<file path="src/rtl/ddfs_note_seq.sv">
// Note sequencer for the DDFS audio core: a FIFO of queued notes played
// back-to-back with a linear attack/sustain/release amplitude envelope.
module ddfs_note_seq #(
   parameter int PW       = 30,
   parameter int DEPTH    = 16,
   parameter int TICK_DIV = 100000
) (
   input  logic          clk,
   input  logic          reset,
   input  logic          cs,
   input  logic          read,
   input  logic          write,
   input  logic [4:0]    addr,
   input  logic [31:0]   wr_data,
   output logic [31:0]   rd_data,
   output logic [PW-1:0] fccw_out,
   output logic [2:0]    wave_sel,
   output logic [15:0]   env_out,
   output logic          busy,
   output logic          note_done
);

   localparam int AW = $clog2(DEPTH);
   localparam int CW = AW + 1;
   localparam int TW = $clog2(TICK_DIV + 1);

   typedef enum logic [2:0] {
      IDLE, LOAD, ATTACK, SUSTAIN, RELEASE
   } state_t;

   typedef struct packed {
      logic [PW-1:0] fccw;
      logic [2:0]    wave;
      logic [15:0]   dur;
   } note_t;

   state_t        state, state_nxt;
   note_t         mem [DEPTH];
   note_t         head;
   logic [AW-1:0] wr_ptr, rd_ptr;
   logic [CW-1:0] count;
   logic          empty, full;
   logic [PW-1:0] stage;
   logic [15:0]   step, peak, dur_cnt;
   logic [TW-1:0] psc, psc_nxt;
   logic          run, ovf;
   logic          wr_en, wr_stage, push, wr_ctrl, wr_shape;
   logic          flush, clr_ovf, pop, push_ok;
   logic          active, tick, dur_last;
   logic [16:0]   sum;
   logic [15:0]   env_up, env_dn;
   logic          unused;

   assign unused   = ^{read, addr[4:2]};

   assign wr_en    = cs & write;
   assign wr_stage = wr_en & (addr[1:0] == 2'd0);
   assign push     = wr_en & (addr[1:0] == 2'd1);
   assign wr_ctrl  = wr_en & (addr[1:0] == 2'd2);
   assign wr_shape = wr_en & (addr[1:0] == 2'd3);
   assign flush    = wr_ctrl & wr_data[1];
   assign clr_ovf  = wr_ctrl & wr_data[2];

   assign empty    = (count == '0);
   assign full     = (count == CW'(DEPTH));
   assign pop      = (state == LOAD);
   // a full FIFO still accepts a push when the head leaves in the same cycle
   assign push_ok  = push & (~full | pop) & ~flush;
   assign head     = mem[rd_ptr];

   assign active   = (state == ATTACK) | (state == SUSTAIN) | (state == RELEASE);
   assign tick     = active & (psc == TW'(TICK_DIV - 1));
   assign psc_nxt  = tick ? '0 : psc + TW'(1);
   assign dur_last = (dur_cnt <= 16'd1);

   // step==0 saturates immediately in both directions so a note always ends
   assign sum      = {1'b0, env_out} + {1'b0, step};
   assign env_up   = (step == 16'd0 || sum >= {1'b0, peak}) ? peak : sum[15:0];
   assign env_dn   = (step == 16'd0 || env_out <= step) ? 16'd0 : env_out - step;

   assign busy     = (state != IDLE);

   // state register
   always_ff @(posedge clk or posedge reset) begin
      if (reset) state <= IDLE;
      else       state <= state_nxt;
   end

   // next-state logic
   always_comb begin
      state_nxt = state;
      if (flush) begin
         state_nxt = IDLE;
      end else begin
         unique case (state)
            IDLE:    if (run && !empty) state_nxt = LOAD;
            LOAD:    state_nxt = ATTACK;
            ATTACK:  if (tick) begin
                        if (dur_last)          state_nxt = RELEASE;
                        else if (env_up == peak) state_nxt = SUSTAIN;
                     end
            SUSTAIN: if (tick && dur_last) state_nxt = RELEASE;
            RELEASE: if (tick && env_dn == 16'd0)
                        state_nxt = (run && !empty) ? LOAD : IDLE;
            default: state_nxt = IDLE;
         endcase
      end
   end

   // note storage, written only when the push is accepted
   always_ff @(posedge clk) begin
      if (push_ok) mem[wr_ptr] <= {stage, wr_data[18:0]};
   end

   // FIFO pointers and occupancy
   always_ff @(posedge clk or posedge reset) begin
      if (reset) begin
         wr_ptr <= '0;
         rd_ptr <= '0;
         count  <= '0;
      end else if (flush) begin
         wr_ptr <= '0;
         rd_ptr <= '0;
         count  <= '0;
      end else begin
         if (push_ok) wr_ptr <= wr_ptr + AW'(1);
         if (pop)     rd_ptr <= rd_ptr + AW'(1);
         case ({push_ok, pop})
            2'b10:   count <= count + CW'(1);
            2'b01:   count <= count - CW'(1);
            default: count <= count;
         endcase
      end
   end

   // software-visible registers and sticky overflow
   always_ff @(posedge clk or posedge reset) begin
      if (reset) begin
         stage <= '0;
         step  <= 16'h0100;
         peak  <= 16'h4000;
         run   <= 1'b0;
         ovf   <= 1'b0;
      end else begin
         if (wr_stage) stage <= wr_data[PW-1:0];
         if (wr_ctrl)  run   <= wr_data[0];
         if (wr_shape) begin
            step <= wr_data[15:0];
            peak <= wr_data[31:16];
         end
         if (clr_ovf)                ovf <= 1'b0;
         else if (push && !push_ok)  ovf <= 1'b1;
      end
   end

   // note playback: load outputs, prescaler, envelope and duration
   always_ff @(posedge clk or posedge reset) begin
      if (reset) begin
         fccw_out  <= '0;
         wave_sel  <= '0;
         env_out   <= '0;
         dur_cnt   <= '0;
         psc       <= '0;
         note_done <= 1'b0;
      end else begin
         note_done <= 1'b0;
         if (flush) begin
            env_out <= '0;
            psc     <= '0;
         end else begin
            unique case (state)
               LOAD: begin
                  fccw_out <= head.fccw;
                  wave_sel <= head.wave;
                  dur_cnt  <= (head.dur == 16'd0) ? 16'd1 : head.dur;
                  psc      <= '0;
               end
               ATTACK: begin
                  psc <= psc_nxt;
                  if (tick) begin
                     env_out <= env_up;
                     dur_cnt <= dur_cnt - 16'd1;
                  end
               end
               SUSTAIN: begin
                  psc <= psc_nxt;
                  if (tick) begin
                     env_out <= peak;
                     dur_cnt <= dur_cnt - 16'd1;
                  end
               end
               RELEASE: begin
                  psc <= psc_nxt;
                  if (tick) begin
                     env_out <= env_dn;
                     if (env_dn == 16'd0) note_done <= 1'b1;
                  end
               end
               default: psc <= '0;
            endcase
         end
      end
   end

   // register read mux
   always_comb begin
      rd_data = '0;
      case (addr[1:0])
         2'd0:    rd_data = {16'b0, 8'(count), 4'b0, ovf, full, empty, busy};
         2'd3:    rd_data = {peak, step};
         default: rd_data = '0;
      endcase
   end

endmodule

</file>
<file path="config.mk">
export PLATFORM = sky130hd
export DESIGN_NAME = ddfs_note_seq
export DESIGN_NICKNAME = d
export VERILOG_FILES = /design/src/rtl/ddfs_note_seq.sv
export SDC_FILE = /design/constraint.sdc
export NUM_CORES = 1
export LEC_CHECK = 0
export CAP_MARGIN = 15
export CELL_PAD_IN_SITES_DETAIL_PLACEMENT = 1
export CELL_PAD_IN_SITES_GLOBAL_PLACEMENT = 2
export CORE_UTILIZATION = 50
export CTS_CLUSTER_DIAMETER = 80
export DETAILED_ROUTE_END_ITERATION = 8
export PLACE_DENSITY_LB_ADDON = 0.25
export SYNTH_ARGS = -nofsm -noshare
export SYNTH_HDL_FRONTEND = slang
export SYNTH_SLANG_ARGS = --single-unit
</file>
<file path="constraint.sdc">
create_clock -name clk -period 10.8 [get_ports clk]
set_input_delay 2.16 -clock clk [delete_from_list [all_inputs] [get_ports clk]]
set_output_delay 2.16 -clock clk [all_outputs]
set_load 0.05 [all_outputs]
</file>
Yosys cells after proc, flatten, opt, wreduce, memory -nomap -nowiden
Memories as Yosys holds them, arrays and structs flattened. Index checks and enable logic that the tools add are counted.

Bitwise logic cells: 15. Mux-type cells: 37. Reductions and logical operators: 27. Order comparisons: 3. Add/sub/neg operators: 8. Equality and inequality tests: 20.

Operators by type and width (number): 16-bit 2-to-1 mux (8); 32-bit one-hot mux with 2 select lines (1); 17-bit 2-to-1 mux (3); 16-bit logical NOT (3); 16-bit one-hot mux with 3 select lines (1); 16-bit one-hot mux with 2 select lines (1); 3-bit 2-to-1 mux (7); 16-bit by 16-bit adder with 17-bit output (1); 17-bit by 1-bit adder with 17-bit output, second input constant (1); 17-bit == test, second input constant (1); 17-bit by 16-bit >= comparator with 1-bit output (1); 16-bit == test (1); 16-bit by 1-bit less-or-equal comparator with 1-bit output, second input constant (1); 16-bit less-or-equal comparator (1); 4-bit 2-to-1 mux (4); 16-bit by 1-bit subtractor with 16-bit output, second input constant (1); 16-bit subtractor (1); 3-bit one-hot mux with 5 select lines (1); 3-bit != test, second input constant (4); 1-bit AND (10); 5-bit one-hot mux with 2 select lines (1); 1-bit 2-to-1 mux (9); 4-bit by 1-bit adder with 4-bit output, second input constant (2); 2-bit nonzero test (4); 28 further kinds (42).

Register bits after elaboration: 163. Input port bits: 42. Memories kept: 1. Output and inout bits: 83. Word-level logic and storage cells: 126. RAM bits: 784.

Memories: mem (words 16, bits a word 49, read ports 1, clocked after memory_dff 0, wr ports 1, line 38) `note_t mem [DEPTH];`.

Depth between registers and ports, before layout
Depth in word-level cells: 10. Depth in mapped cells: 20. Gate-level depth less buffers: 18.

Worst setup path before layout
OpenSTA, ideal clock, no wires.

Kind: input to register. From: input port addr[1]. To: memory mem[0][0] (netlist name) (enable). Data arrival time: 7.808 ns. Path buffers: 1. Required time: 10.223 ns. Setup slack: 2.416 ns. Setup time: 0.577 ns. Stages on the path: 7. Path through: inv_1 ha_1 nand3_1 a31oi_1 clkbuf_1 nand2_1 nor4_1.

Longest elaborated chain between the ends: 7. Elaborated cells between the ends (all ways): 10. Classes of those cells: eq/ne: 2; mux: 2; bitwise: 6.

RTL lines: start: declaration (line 13) `input logic [4:0] addr,`; 2-bit == test (line 59) `assign wr_ctrl = wr_en & (addr[1:0] == 2'd2);`; 1-bit AND (line 59); 1-bit AND (line 61) `assign flush = wr_ctrl & wr_data[1];`; 1-bit inverter (no source line); 1-bit AND * (line 68) `assign push_ok = push & (~full | pop) & ~flush;`; 1-bit 2-to-1 mux * (line 112) `if (push_ok) mem[wr_ptr] <= {stage, wr_data[18:0]};`; 1-bit 2-to-1 mux (implied by the code) * (line 112); end: declaration (line 38).

Mark *: on every way between the ends. The rest lies on a longest branch, timed or not.

Worst setup path after layout
From: input port addr[1]. To: output port rd_data[1].

Longest elaborated chain between the ends: 2. Elaborated cells between the ends (all ways): 3. Classes of those cells: eq/ne: 1; mux: 1; reduce/logical: 1.

RTL lines: 2-bit == test or 2-bit logical NOT (tied branches) (line 208) `case (addr[1:0])`; 32-bit one-hot mux with 2 select lines * (line 208); end: declaration (line 15) `output logic [31:0] rd_data,`.

Marks and branches as above.

==> impl_metrics.yaml <==
run_status:
  outcome: "finished clean"
layout:
  final_area_um2: 45800
  syn2layout_area_growth_pct: 14.3
  mostFrequentLayoutCells: "edfxtp_1 (784), mux4_2 (245), dfrtp_1 (157), nor2_1 (120), clkdlybuf4s50_1 (120)"
  seq_area_um2: 27600
  fin_nets: 2466
  fillers: 6963
  final_common_cell: "edfxtp_1"
  multi_input_area_um2: 11800
  drive_above_1_share: 0.236
  final_cells: 3497
  utilization: 0.579
placement:
  portBuffers: 120
  dp_hpwl_um: 59000
  pre_cts_ws_ns: 3.76
  gp_congestion: 0.956
  placed_area_um2: 42400
  place_inst: 3309
grt:
  grt_max_degree: 99
  grt_pass1_wl_um: 156000
  grt_pass1_vias: 23200
  overflow: 0
  antenna_found_initial: 3
  grtUsageTotal: 0.263
run:
  drv_cap: 0
clock_tree:
  clock_sinks: 947
  cts-root-buf: "clkbuf_16"
  worst_skew_pair.late_latency_ns: 0.67
  cts_made_buffers: 97
  post_cts_resized: 0
  htreeDepth: 3
  path_clk_slew_ns: 0.06
  post_cts_buffers: 0
  cts_tree: "done"
  hold_buffers: 0
  cts.path.max_buffers: 3
timing:
  setup_viol_count_final: 0
  skew_ns: 0.0293
  slew-limit-headroom: 0.236
  rsz0062_at_grt: "no"
  setup_tns_ns: 0
  final.min_clock_period_ns: 7.00
  hold_violations: 0
  layout_setup_ws_ns: 3.80
  max_freq_mhz: 143
  worst_slew_pin_slew_ns: 1.15
  post-route-period-util: 0.649
  final_max_slew_viol_count: 0
critical_path:
  worstRegToRegCells: 19
  cp.depth: 5
  rrSetupSlack_ns: 5.29
  cp.arrival_ns: 4.84
  cp_slowest_stage_delay_ns: 0.93
  critPathLaunchType: "primary input"
  cpMostUsedCell: "clkdlybuf4s50_1"
  path_delay_family: "buffers and inverters"
  critPathBufInv: 2
  crit_path_end: "rd_data[1]"
  end_kind: "primary output"
  worstReg2RegEnd: "env_out[14]"
  crit_path_start: "addr[1]"
  r2r-start: "step[4]"
  crit_required_ns: 8.64
  cp_slowest_cell: "ha_1"
  worstSetupPathType: "in -> out"
  path_cells: "clkdlybuf4s50_1 -> ha_1 -> a22oi_1 -> nor2_1 -> clkdlybuf4s50_1"
  critical_path.max_fanout: 34
routing:
  drt_pre_antenna_iters: 5
  drt-total-wl_um: 105000
  drt_iter0_drc: 1901
  wl_per_cell_um: 30.1
  ant_nets: 0
  drc: 0
  vias: 21700
  vias_per_cell: 6.21
yosys:
  synth.net_count: 2331
  ys.flop_type: "edfxtp_1"
  yosys_warnings: 0
  seq_area_frac_synth: 0.689
  syn_area_per_cell_um2: 18.0
  syn-cell-area_um2: 40100
  synth_edf_count: 784
  synthCells: 2223
  ys_ff_latch: 947
  ys_types: 86
  async_flop_share: 0.172
floorplanning:
  die_height_um: 285
  rows: 103
  core_area_um2: 79100
  die_width_um: 285
  ios: 125
  start_util: 0.507
  dieArea_um2: 81300
power_and_ir_drop:
  p_leak_nw: 15.5
  p_seq_frac: 0.424
  powerDensity_nw_per_um2: 242
  comb_power_share: 0.258
  switching_power_w: 0.00340
  power.internal_w: 0.00769
  swShare: 0.307
  irDropWorstVdd_v: 0.000192
  pwr-share-clk: 0.318
min_path:
  hold_path_class: "reg -> reg"
## worst min path at each step
stage | from | endpoint | cells after the start
after floorplan | dur_cnt[11] | dur_cnt[11] | 2
after CTS | fccw_out[19] | fccw_out[19] | 1
after global placement | dur_cnt[11] | dur_cnt[11] | 2
after detailed placement | fccw_out[23] | fccw_out[23] | 1
after global routing | fccw_out[23] | fccw_out[23] | 1
final | fccw_out[0] | fccw_out[0] | 1
## area by class of cell
class                           instances  share of cell area
Clock buffer                          132              0.0578
Timing Repair Buffer                  147              0.0309
Sequential cell                       947               0.603
Antenna cell                            4            0.000218
Multi-Input combinational cell       1096               0.257
Tap cell                             1050              0.0287
Clock inverter                         52              0.0164
Inverter                               69             0.00581
## power by group through the flow
stage / Clock, W / Combinational (W) / Sequential [W]
floorplan: 0 / 0.00200 / 0.00471
global placement: 0 / 0.00282 / 0.00475
detailed placement: 0 / 0.00287 / 0.00478
CTS: 0.00357 / 0.00290 / 0.00470
global route: 0.00369 / 0.00306 / 0.00475
finish: 0.00353 / 0.00286 / 0.00471
## cell families after synthesis
| kind of cell | count (synthesis) | share of synthesized area |
|---|---|---|
| flip-flops | 947 | 0.689 |
| multiplexers | 349 | 0.167 |
| AND/OR/NAND/NOR | 349 | 0.0446 |
| AO/OA/AOI/OAI | 273 | 0.0467 |
| buffers and inverters | 180 | 0.0191 |
| adder cells (fa/ha/maj) | 66 | 0.0212 |
| XOR/XNOR | 59 | 0.0129 |
## layer usage
layer | wire, um | part of all wire | vias to the layer above | global-route usage
li1 | - | - | 9178 | -
met1 | 43700 | 0.42 | 11700 | 0.366
met2 | 53200 | 0.51 | 737 | 0.442
met3 | 6090 | 0.058 | 146 | 0.0338
met4 | 2100 | 0.020 | 0 | 0.0654
met5 | 0 | 0 | - | 0
## Yosys cell counts, types with 4 or more instances
cell type	count	area, um2
buf_6	5	56.3
and3_1	4	25.0
o21ai_0	71	355
o21a_1	7	52.6
mux2_2	98	1100
mux4_2	245	5520
and2_1	34	213
dfrtp_1	161	4030
a21oi_1	61	305
o21ai_1	7	35.0
edfxtp_1	784	23500
o2111ai_1	5	43.8
xor2_1	26	228
or2_2	4	25.0
o211ai_1	7	52.6
ha_1	63	788
a2111oi_0	4	35.0
nor3_1	16	80.1
a31oi_1	7	43.8
nand3_1	19	95.1
nor4_1	24	150
nand4_1	15	93.8
nand2b_1	8	50.1
nor3b_1	14	105
a22oi_1	16	120
clkbuf_1	62	233
a21o_1	12	90.1
o31ai_1	6	45.0
a211oi_2	5	62.6
buf_4	8	60.1
nor2_1	124	465
a221oi_1	13	114
buf_2	19	95.1
xnor2_1	33	289
inv_1	66	248
nand2_1	44	165
mux2i_1	5	50.1
nor2b_1	16	100
a211oi_1	10	75.1
or3_1	7	43.8
buf_1	17	63.8
## through the flow
| stage | hold slack (ns) | power, W |
|---|---|---|
| after floorplan | 0.471 | 0.00671 |
| after global placement | 0.487 | 0.00756 |
| after detailed placement | 0.497 | 0.00765 |
| after CTS | 0.510 | 0.0112 |
| after global routing | 0.524 | 0.0115 |
| final | 0.504 | 0.0111 |
## registers in the layout, summed over array words and instances, names as in the netlist, 5 cells and up
register,flops
dur_cnt,16
env_out,16
psc,17
peak,16
stage,30
fccw_out,30
mem,784
count,5
step,16
Note: power is estimated with default switching activity, not from simulation.
